### config.mk
export PLATFORM = sky130hd
export DESIGN_NAME = instr_fetch
export DESIGN_NICKNAME = d
export VERILOG_FILES = /design/src/rtl/instr_fetch_pkg.sv /design/src/rtl/instr_fetch.sv
export SDC_FILE = /design/constraint.sdc
export NUM_CORES = 1
export LEC_CHECK = 0
export BUFFER_PORTS_ARGS = -buffer_cell sky130_fd_sc_hd__buf_2
export CAP_MARGIN = 20
export CORE_UTILIZATION = 25
export CTS_CLUSTER_DIAMETER = 50
export DETAILED_ROUTE_END_ITERATION = 10
export GPL_ROUTABILITY_DRIVEN = 0
export PLACE_DENSITY = 0.4
export SYNTH_ARGS = -nofsm -noshare
export SYNTH_HDL_FRONTEND = slang
export SYNTH_SLANG_ARGS = --single-unit
### constraint.sdc
create_clock -name clk -period 6.1 [get_ports clk]
set_input_delay 0.305 -clock clk [delete_from_list [all_inputs] [get_ports clk]]
set_output_delay 0.305 -clock clk [all_outputs]
set_load 0.05 [all_outputs]
### src/rtl/instr_fetch_pkg.sv
// Shared types and constants for the instruction fetch stage.
// Holds the fetch FSM encoding, the IF/ID register layout and the NOP word.
// Imported by instr_fetch; no logic of its own.
package instr_fetch_pkg;

  localparam int ILEN = 32;

  // NOP = addi x0, x0, 0
  localparam logic [ILEN-1:0] NOP = 32'h0000_0013;

  typedef enum logic [1:0] {
    IDLE     = 2'd0,
    FETCH    = 2'd1,
    WAIT_DEC = 2'd2,
    FLUSH    = 2'd3
  } if_state_t;

  // One IF/ID slot: the instruction word and the address it came from.
  typedef struct packed {
    logic [ILEN-1:0] instr;
    logic [31:0]     pc;
  } ifid_t;

  // Fetch addresses are always word aligned.
  function automatic logic [31:0] align4(input logic [31:0] a);
    return {a[31:2], 2'b00};
  endfunction

endpackage

### src/rtl/instr_fetch.sv
// Instruction fetch: issues word requests to imem and fills the IF/ID register.
// Latency: ack in cycle N -> instr/pc valid in cycle N+1; back-to-back acks give one instr per cycle.
// Backpressure: stall holds IF/ID; one word in flight is absorbed by a one-entry skid, then requests stop.
module instr_fetch
  import instr_fetch_pkg::*;
#(
  parameter logic [31:0] RESET_PC = 32'h0000_0000
) (
  input  logic            clk,
  input  logic            rst,
  output logic            imem_req,
  output logic [31:0]     imem_addr,
  input  logic            imem_ack,
  input  logic [ILEN-1:0] imem_rdata,
  input  logic            stall,
  input  logic            redirect,
  input  logic [31:0]     redirect_pc,
  output logic            instr_valid,
  output logic [ILEN-1:0] instr,
  output logic [31:0]     pc,
  output logic [31:0]     pc_plus4
);

  if_state_t   state_q, state_d;
  logic [31:0] req_addr_q, req_addr_d;
  // Redirect target parked while FLUSH waits out the stale request.
  logic [31:0] tgt_q, tgt_d;
  ifid_t       ifid_q, ifid_d;
  logic        valid_q, valid_d;
  ifid_t       skid_q, skid_d;
  logic        skid_vld_q, skid_vld_d;

  assign imem_addr   = req_addr_q;
  assign instr_valid = valid_q;
  assign instr       = ifid_q.instr;
  assign pc          = ifid_q.pc;
  assign pc_plus4    = ifid_q.pc + 32'd4;

  // Register all fetch state; reset abandons any outstanding request.
  always_ff @(posedge clk or posedge rst) begin
    if (rst) begin
      state_q    <= IDLE;
      req_addr_q <= RESET_PC;
      tgt_q      <= RESET_PC;
      ifid_q     <= '{instr: NOP, pc: RESET_PC};
      valid_q    <= 1'b0;
      skid_q     <= '{instr: NOP, pc: RESET_PC};
      skid_vld_q <= 1'b0;
    end else begin
      state_q    <= state_d;
      req_addr_q <= req_addr_d;
      tgt_q      <= tgt_d;
      ifid_q     <= ifid_d;
      valid_q    <= valid_d;
      skid_q     <= skid_d;
      skid_vld_q <= skid_vld_d;
    end
  end

  // Next-state and datapath updates; redirect outranks ack and stall everywhere.
  always_comb begin
    state_d    = state_q;
    req_addr_d = req_addr_q;
    tgt_d      = tgt_q;
    ifid_d     = ifid_q;
    valid_d    = valid_q;
    skid_d     = skid_q;
    skid_vld_d = skid_vld_q;
    imem_req   = 1'b0;

    case (state_q)
      IDLE: begin
        // Any ack seen here belongs to a request abandoned by reset.
        state_d = FETCH;
        if (redirect) begin
          req_addr_d = align4(redirect_pc);
        end
      end

      FETCH: begin
        imem_req = 1'b1;
        if (redirect) begin
          valid_d    = 1'b0;
          skid_vld_d = 1'b0;
          if (imem_ack) begin
            req_addr_d = align4(redirect_pc);
            state_d    = FETCH;
          end else begin
            // The old request is still on the bus; it must complete first.
            tgt_d   = align4(redirect_pc);
            state_d = FLUSH;
          end
        end else if (imem_ack) begin
          req_addr_d = req_addr_q + 32'd4;
          if (!valid_q || !stall) begin
            ifid_d.instr = imem_rdata;
            ifid_d.pc    = req_addr_q;
            valid_d      = 1'b1;
          end else begin
            skid_d.instr = imem_rdata;
            skid_d.pc    = req_addr_q;
            skid_vld_d   = 1'b1;
            state_d      = WAIT_DEC;
          end
        end else if (!stall) begin
          valid_d = 1'b0;
        end
      end

      WAIT_DEC: begin
        if (redirect) begin
          valid_d    = 1'b0;
          skid_vld_d = 1'b0;
          req_addr_d = align4(redirect_pc);
          state_d    = FETCH;
        end else if (!stall && skid_vld_q) begin
          ifid_d     = skid_q;
          skid_vld_d = 1'b0;
          state_d    = FETCH;
        end
      end

      FLUSH: begin
        imem_req = 1'b1;
        valid_d  = 1'b0;
        if (redirect) begin
          tgt_d = align4(redirect_pc);
        end
        if (imem_ack) begin
          // Returned word is stale and dropped; resume at the latest target.
          req_addr_d = redirect ? align4(redirect_pc) : tgt_q;
          state_d    = FETCH;
        end
      end

      default: begin
        state_d = IDLE;
      end
    endcase
  end

endmodule

==> impl_metrics.py <==
metrics = {
    "outcome": {
        "status": "complete, no violations",
    },
    "cells_and_area": {
        "nets": 1144,
        "synthToLayoutAreaGrowth_pct": 20.8,
        "fin_area_mm2": 0.0120,
        "antenna_cells": 0,
        "drive_gt1_share_pct": 32.9,
    },
    "floorplanning": {
        "fp.dieArea_mm2": 0.0404,
        "start_util_pct": 25.5,
        "dieWidth_um": 201,
        "num_rows": 72,
        "io_pins": 199,
        "coreArea_mm2": 0.0388,
        "fp.dieH_um": 201,
    },
    "global_route": {
        "grt_usage_pct": 15.5,
        "grt_pass1_vias": 7316,
        "antenna_found_initial": 1,
        "grt_first_pass_wirelength_um": 47600,
        "grt_start_max_net_pins": 74,
        "grt-ovfl-total": 0,
    },
    "synth": {
        "ys_top_cells_by_area": "dfrtp_1 (48%), mux2_4 (8.9%), mux2i_1 (6.4%)",
        "synth_edf_count": 0,
        "synth-seq-cells": 196,
        "ys.flop_type": "dfrtp_1",
        "synth_most_common_cell": "dfrtp_1",
        "synth_common_cells": "dfrtp_1 (190), nand2_1 (110), o21ai_0 (83), mux2i_1 (63), mux2_4 (59)",
        "synth_largest_area_cell": "dfrtp_1",
        "syn_area_mm2": 0.00990,
        "ys_seq_area_share_pct": 49.6,
        "synth_nets": 977,
        "syn_area_per_cell_um2": 10.9,
        "ys_warn_count": 0,
        "synth_top_cell_area_share_pct": 48.0,
        "synthCells": 906,
        "synthArstFlopShare_pct": 100,
        "synthDistinctLibCells": 57,
    },
    "placed_design": {
        "place_ws_ns": 2.92,
        "numPortBuffers": 196,
        "place_hpwl_um": 21000,
        "placement.cell_area_mm2": 0.0113,
    },
    "timing": {
        "tightest_slew_ns": 0.950,
        "period_minus_slack_ns": 3.13,
        "hold_viol": 0,
        "max_freq_mhz": 320,
        "finalCritPeriodShare_pct": 51.3,
        "setup_viol": 0,
        "maxSlewViolCount": 0,
        "slew_headroom_pct": 36.7,
        "setup-tns-final_ns": 0,
        "finClkSkew_ns": 0.0113,
        "rsz0062_at_grt": "false",
        "whs_ns": 0.105,
        "finalWorstSetupSlack_ns": 2.97,
    },
    "critical_path": {
        "crit_chain": "inv_1, buf_4, and2_4, and3_4, buf_4, mux2_4",
        "cp_max_fo": 41,
        "critPathBufInv": 3,
        "crit_family": "simple AND/OR/NAND/NOR gates",
        "slowest_stage": "and3_4",
        "crit_type": "flip-flop to flip-flop",
        "critPathMaxStageDelay_ns": 0.80,
        "worst_ep_required_time_ns": 6.42,
        "end_kind": "flip-flop",
        "rr_startpoint": "state_q[1]$_DFFE_PP0P_",
        "critPathLaunch": "state_q[1]$_DFFE_PP0P_",
        "path_common_cell": "buf_4",
        "arrival_ns": 3.45,
        "cp-start-kind": "flip-flop",
    },
    "route": {
        "vias_per_cell": 4.55,
        "num_vias": 7292,
        "avgRoutedWirePerCell_um": 18.9,
        "drc_errors": 0,
        "drt_iter0_markers": 279,
        "ant_nets": 0,
        "drt_wl_total_um": 30300,
        "dr.pass1.iters": 6,
    },
    "clock_tree": {
        "post_cts_resized": 0,
        "cts_sinks": 196,
        "clockRootBuffer": "clkbuf_16",
        "cts_max_path_buffers": 2,
        "tritoncts": "built",
        "cts_setup_buffers": 0,
        "cts_buffers": 17,
        "cts_htree_levels": 4,
        "clkTransAtPathRegs_ns": 0.08,
        "cts_hold_buf": 1,
        "clock_latency_ns": 0.45,
    },
    "power_and_ir_drop": {
        "p_leak_uw": 0.00571,
        "ir_drop_mv": 0.162,
        "power_density_mw_per_mm2": 404,
    },
    "run": {
        "maxCapViolCount": 0,
    },
    "worst_hold_path": {
        "hold_class": "input pin to flip-flop",
        "hold_start": "redirect_pc[25]",
    },
}
-- sequential cells by signal, summed over array words and instances (netlist names) --
| name | cells |
|---|---|
| imem_addr | 32 |
| instr | 32 |
| skid_vld_q | 1 |
| state_q | 2 |
| skid_q | 64 |
| pc | 32 |
| instr_valid | 1 |
| tgt_q | 32 |
-- cells in the final DEF, fill, tap and decap left out, types with 3 or more instances in the layout --
master / synthesis / routed
nand4_1: 18 / 18
and4_1: 5 / 5
mux2_4: 59 / 59
xor2_1: 25 / 25
a31oi_1: 5 / 5
nand2_1: 110 / 110
a21oi_1: 34 / 33
dfrtp_1: 190 / 190
buf_4: 2 / 14
or2_2: 3 / 3
mux2_2: 35 / 35
bufinv_16: 0 / 4
nand3_1: 26 / 26
o22ai_1: 19 / 19
xnor2_1: 17 / 17
and3_1: 8 / 8
mux2i_1: 63 / 63
nor2b_1: 9 / 9
buf_2: 21 / 196
nor2_1: 47 / 47
inv_1: 13 / 12
nand2b_1: 6 / 5
nor4_1: 3 / 3
nor3_1: 10 / 10
o31ai_1: 3 / 3
a211oi_1: 8 / 8
dfstp_2: 6 / 6
o21ai_0: 83 / 83
clkbuf_16: 0 / 17
clkinvlp_4: 0 / 4
-- layout make-up --
| cell class | instances | area (µm²) |
|---|---|---|
| clock buffers | 20 | 457 |
| clock inverters | 11 | 176 |
| fillers | 4093 | 26900 |
| inverters | 13 | 56.3 |
| multi-input cells | 634 | 4610 |
| flip-flops and latches | 196 | 4910 |
| well taps | 518 | 648 |
| repair buffers | 211 | 1100 |
-- power by group --
part / internal [µW] / total, µW / switching [µW]
sequential: 1610 / 1940 / 330
combinational: 517 / 1650 / 1140
clock: 710 / 1240 / 531
total: 2840 / 4830 / 2000
-- worst paths after layout --
path	to	slack, ns	depth (start not counted)
worst min-delay path	tgt_q[25]$_DFFE_PP0P_	0.10	2
worst min register to register	instr[21]$_DFFE_PP0P_	0.48	2
max in group asynchronous	tgt_q[20]$_DFFE_PP0P_	4.28	4
min in group asynchronous	skid_q[50]$_DFFE_PP0P_	0.47	3
worst max register to register	skid_q[59]$_DFFE_PP0P_	2.97	6
worst max-delay path	skid_q[59]$_DFFE_PP0P_	2.97	6
-- per-layer routing --
metal	wire, µm	vias to the layer above	track usage (%)
met3	1360	15	3.05
met5	17	-	0
li1	-	3542	-
met4	197	2	4.03
met2	13100	176	22.6
met1	15600	3557	23.0
-- cell families (layout without fill, tap and decap cells) --
group,Yosys count,after routing,share of synthesized area [%]
fa+ha+maj,2,2,0.253
flops,196,196,49.6
compound gates,176,176,10.5
buf+inv,76,255,3.98
simple gates,257,257,12.6
mux,157,157,19.3
xor+xnor,42,42,3.72
-- per-stage QoR --
step | util [%] | total power [µW] | std cells
2_1_floorplan | - | 3160 | 906
3_5_place_dp | 29.1 | 3640 | 1571
6_report | 30.8 | 4830 | 1603
3_3_place_gp | 29.1 | 3620 | 1571
4_1_cts | 30.8 | 4910 | 1603
5_1_grt | 30.8 | 5100 | 1603
No activity file was read; power rests on OpenSTA's default activity.
